$ cat config.mk
export PLATFORM = sky130hd
export DESIGN_NAME = gand16_arb
export DESIGN_NICKNAME = d
export VERILOG_FILES = /design/src/rtl/gand16_arb.sv
export SDC_FILE = /design/constraint.sdc
export NUM_CORES = 1
export LEC_CHECK = 0
export ABC_AREA = 1
export ABC_CLOCK_PERIOD_IN_PS = 1710
export CELL_PAD_IN_SITES_DETAIL_PLACEMENT = 0
export CELL_PAD_IN_SITES_GLOBAL_PLACEMENT = 1
export CORE_UTILIZATION = 32
export DETAILED_ROUTE_END_ITERATION = 10
export HOLD_SLACK_MARGIN = 0.12
export PLACE_DENSITY_LB_ADDON = 0.1
export SLEW_MARGIN = 20
export SYNTH_ARGS = -nofsm -noshare
export SYNTH_HDL_FRONTEND = slang
export SYNTH_SLANG_ARGS = --single-unit
$ cat constraint.sdc
create_clock -name clk -period 1.71 [get_ports clk]
set_input_delay 0.342 -clock clk [delete_from_list [all_inputs] [get_ports clk]]
set_output_delay 0.342 -clock clk [all_outputs]
set_load 0.02 [all_outputs]
$ cat src/rtl/gand16_arb.sv
// Round-robin arbiter that shares one 16-bit AND unit (gand16) between two
// valid/ready requesters and returns the registered result with its owner ID.

module gand16 (
    input  logic [15:0] a,
    input  logic [15:0] b,
    output logic [15:0] y
);
    assign y = a & b;
endmodule

module gand16_arb #(
    parameter int W  = 16,
    parameter int CW = 8
) (
    input  logic          clk,
    input  logic          rst,
    input  logic          req0_valid,
    input  logic [W-1:0]  req0_a,
    input  logic [W-1:0]  req0_b,
    output logic          req0_ready,
    input  logic          req1_valid,
    input  logic [W-1:0]  req1_a,
    input  logic [W-1:0]  req1_b,
    output logic          req1_ready,
    output logic          rsp_valid,
    output logic [W-1:0]  rsp_y,
    output logic          rsp_id,
    input  logic          rsp_ready,
    output logic          busy,
    output logic [CW-1:0] op_count
);
    typedef enum logic [1:0] {
        IDLE = 2'd0,
        EXEC = 2'd1,
        RESP = 2'd2
    } state_t;

    state_t       state;
    logic         prio;
    logic [W-1:0] op_a;
    logic [W-1:0] op_b;
    logic         op_id;
    logic [W-1:0] and_y;
    logic         gnt0;
    logic         gnt1;

    gand16 u_gand16 (
        .a (op_a),
        .b (op_b),
        .y (and_y)
    );

    // prio=0 favours requester 0 when both are valid; readies are masked in reset.
    always_comb begin
        gnt0 = 1'b0;
        gnt1 = 1'b0;
        if (!rst && state == IDLE) begin
            if (req0_valid && (!req1_valid || !prio))
                gnt0 = 1'b1;
            else if (req1_valid)
                gnt1 = 1'b1;
        end
    end

    assign req0_ready = gnt0;
    assign req1_ready = gnt1;
    assign busy       = (state != IDLE);

    always_ff @(posedge clk) begin
        if (rst) begin
            state     <= IDLE;
            prio      <= 1'b0;
            op_a      <= '0;
            op_b      <= '0;
            op_id     <= 1'b0;
            rsp_valid <= 1'b0;
            rsp_y     <= '0;
            rsp_id    <= 1'b0;
            op_count  <= '0;
        end else begin
            case (state)
                IDLE: begin
                    if (gnt0) begin
                        op_a  <= req0_a;
                        op_b  <= req0_b;
                        op_id <= 1'b0;
                        prio  <= 1'b1;
                        state <= EXEC;
                    end else if (gnt1) begin
                        op_a  <= req1_a;
                        op_b  <= req1_b;
                        op_id <= 1'b1;
                        prio  <= 1'b0;
                        state <= EXEC;
                    end
                end
                EXEC: begin
                    rsp_y     <= and_y;
                    rsp_id    <= op_id;
                    rsp_valid <= 1'b1;
                    state     <= RESP;
                end
                RESP: begin
                    if (rsp_ready) begin
                        rsp_valid <= 1'b0;
                        op_count  <= op_count + CW'(1);
                        state     <= IDLE;
                    end
                end
                default: state <= IDLE;
            endcase
        end
    end
endmodule

==> out/qor.csv <==
metric;value;unit
synth_top_area_share;42.5;%
synth_cell_types;23;
hold_slack;428;ps
dp_hpwl;5.92;mm
crit_start;req0_valid;
via_per_inst;4.89;
num_rows;34;
post-route-min-period;1690;ps
synth_edf_count;0;
gr-usage-met1;24.5;%
p_per_area;877;nW/µm²
maxCapViolCount;0;
antenna_cells;0;
clockBufferDepth;2;
start_kind;input pin;
yosys.area.top_type;dfxtp_1;
grt_first_pass_wirelength;14.4;mm
fin_area;4500;µm²
first_global_vias;2960;
hold_path.class;in -> reg;
critPathRequiredTime;1970;ps
ant_nets;0;
grtUsageTotal;18.7;%
netlist_area;2920;µm²
clock_skew;10.7;ps
syn_inst;401;
htree_levels;3;
synth_top_family_by_area;simple AND/OR/NAND/NOR gates;
run_status;complete, no violations;
worst_pin_slew;615;ps
p_leak;1.79;nW
grtUsageMet2;29.2;%
drtIter0Drc;123;
relSlewSlack;59.0;%
synth-simple-area-share;25.9;%
start_util;33.3;%
syn_area_per_cell;7.28;µm²
p_clk_share;40.7;%
io_pins;98;
numClockSinks;62;
crit_arrival;1950;ps
multi_input_area;1390;µm²
ir_drop;0.000453;V
vias;3052;
drive_gt1_share;13.2;%
die_w;97.5;µm
hold_viol_final;0;
dpl-instance-area;4080;µm²
synth_fa_ha_area_share;0.429;%
synth_area_leaders;dfxtp_1, nand3_1, a21oi_1, o21bai_1, nand2_1;
synth_compound_area_share;19.6;%
tritoncts;built;
antenna_found_initial;0;
ys_seq_area_share;42.5;%
coreArea;8760;µm²
intPower;0.00296;W
report.final.slew_viol_count;0;
end_kind;flip-flop;
die-area;9510;µm²
synth.most_common_cell;nand3_1;
critPathMaxFanout;17;
numCtsBuffers;9;
grt_max_degree;56;
overflow;0;
regArea;1240;µm²
wl;9.16;mm
setup_viol;0;
post-place-ws;-566;ps
use_met3;4.96;%
place_congestion;0.768;
path_clk_slew;70;ps
synth.net_count;471;
synthMuxAreaShare;0;%
swShare;25.1;%
root_buffer;clkbuf_8;
power.total;0.00394;W
area_growth;54.1;%
wl_per_cell;14.7;µm
die_h;97.5;µm
min_period_over_period;99.1;%
clock.fmax;0.590;GHz
synth_xor_area_share;0.300;%
fillerInstances;890;
ys_warn_count;0;
hp-start;rst;
firstDrtPassIters;4;
ys_ff_latch;62;
path_class;in -> reg;
r2r_start;state[0];
synth-async-reset-ratio;0;%
nets;581;
worstSkewPairLatency;340;ps
seq_power_share;39.5;%
drc;0;
switchingPower;0.000988;W
grt_busiest_layer;met2;
ys.flop_type;dfxtp_1;
power_frac_comb;19.8;%
layout_setup_ws;15.7;ps
synth_common_cells;nand3_1, dfxtp_1, nand2_1, a21oi_1, inv_1;
port_buffers;97;
-- per-layer routing --
layer | wire length, µm | up-vias
met1 | 4330 | 1403
met4 | 167 | 0
met5 | 0 | -
met3 | 541 | 14
li1 | - | 1548
met2 | 4120 | 87
-- final cells by class --
cell class / count / share of cell area (%)
Multi-Input combinational cell: 263 / 31.0
Timing Repair Buffer: 126 / 28.8
Sequential cell: 62 / 27.6
Inverter: 49 / 4.09
Clock buffer: 13 / 3.53
Tap cell: 108 / 3.00
Clock inverter: 3 / 2.00
-- timing repair --
action / CTS / global route
hold buffers: 0 / 0
cloned: 0 / 3
resized for setup: 19 / 20
setup buffers: 0 / 3
pin swaps: 0 / 3
setup endpoints to repair: 39 / 37
-- power by group through the flow --
stage	clock [W]	sequential [W]	combinational, W
after CTS	0.00165	0.00156	0.000708
after floorplan	0	0.00159	0.000363
after global routing	0.00171	0.00156	0.000854
after detailed placement	0	0.00159	0.000702
final	0.00161	0.00156	0.000782
after global placement	0	0.00159	0.000700
-- path summary, 6_finish.rpt --
| check | endpoint | slack [ps] | depth (start not counted) |
|---|---|---|---|
| worst max register to register | op_a[9] | 50 | 9 |
| worst min-delay path | op_count[4] | 430 | 5 |
| worst min register to register | rsp_y[4] | 460 | 2 |
| worst max-delay path | op_a[9] | 20 | 9 |
-- placed cells by master (no fill, tap or decap), drive strengths merged, types with 17 or more instances in the layout --
cell type / n
clkbuf: 17
nand2: 59
nand3: 86
dfxtp: 62
inv: 49
o21bai: 32
buf: 29
nor2: 18
clkdlybuf4s50: 88
a21oi: 57
-- worst max-delay path, cell delays in order --
cell             delay (ps)
clkdlybuf4s50_1         480
nand2_2                  60
buf_4                   150
buf_12                  160
a21oi_4                 210
buf_4                   160
buf_12                  130
nand3_2                 110
a21oi_2                 150
-- metrics by stage --
step                      setup TNS (ps)  util, %  std cells
after floorplan                        0        -        401
after global placement            -13190     46.5        602
after detailed placement          -14230     46.5        602
after CTS                              0     49.4        618
after global routing                -180     51.3        624
final                                  0     51.3        624
-- logic make-up (layout without fill, tap and decap cells) --
logic type,Yosys count,count (layout)
AO/OA/AOI/OAI,95,95
buffers and inverters,76,191
flip-flops,62,62
XOR/XNOR,1,1
adder cells (fa/ha/maj),1,1
AND/OR/NAND/NOR,166,166
-- sequential cells by signal, indices dropped and copies added, names as in the netlist --
register,flops
rsp_valid,1
op_count,8
op_b,16
op_a,16
state,2
prio,1
rsp_y,16
rsp_id,1
op_id,1
Note: power is estimated with default switching activity, not from simulation.
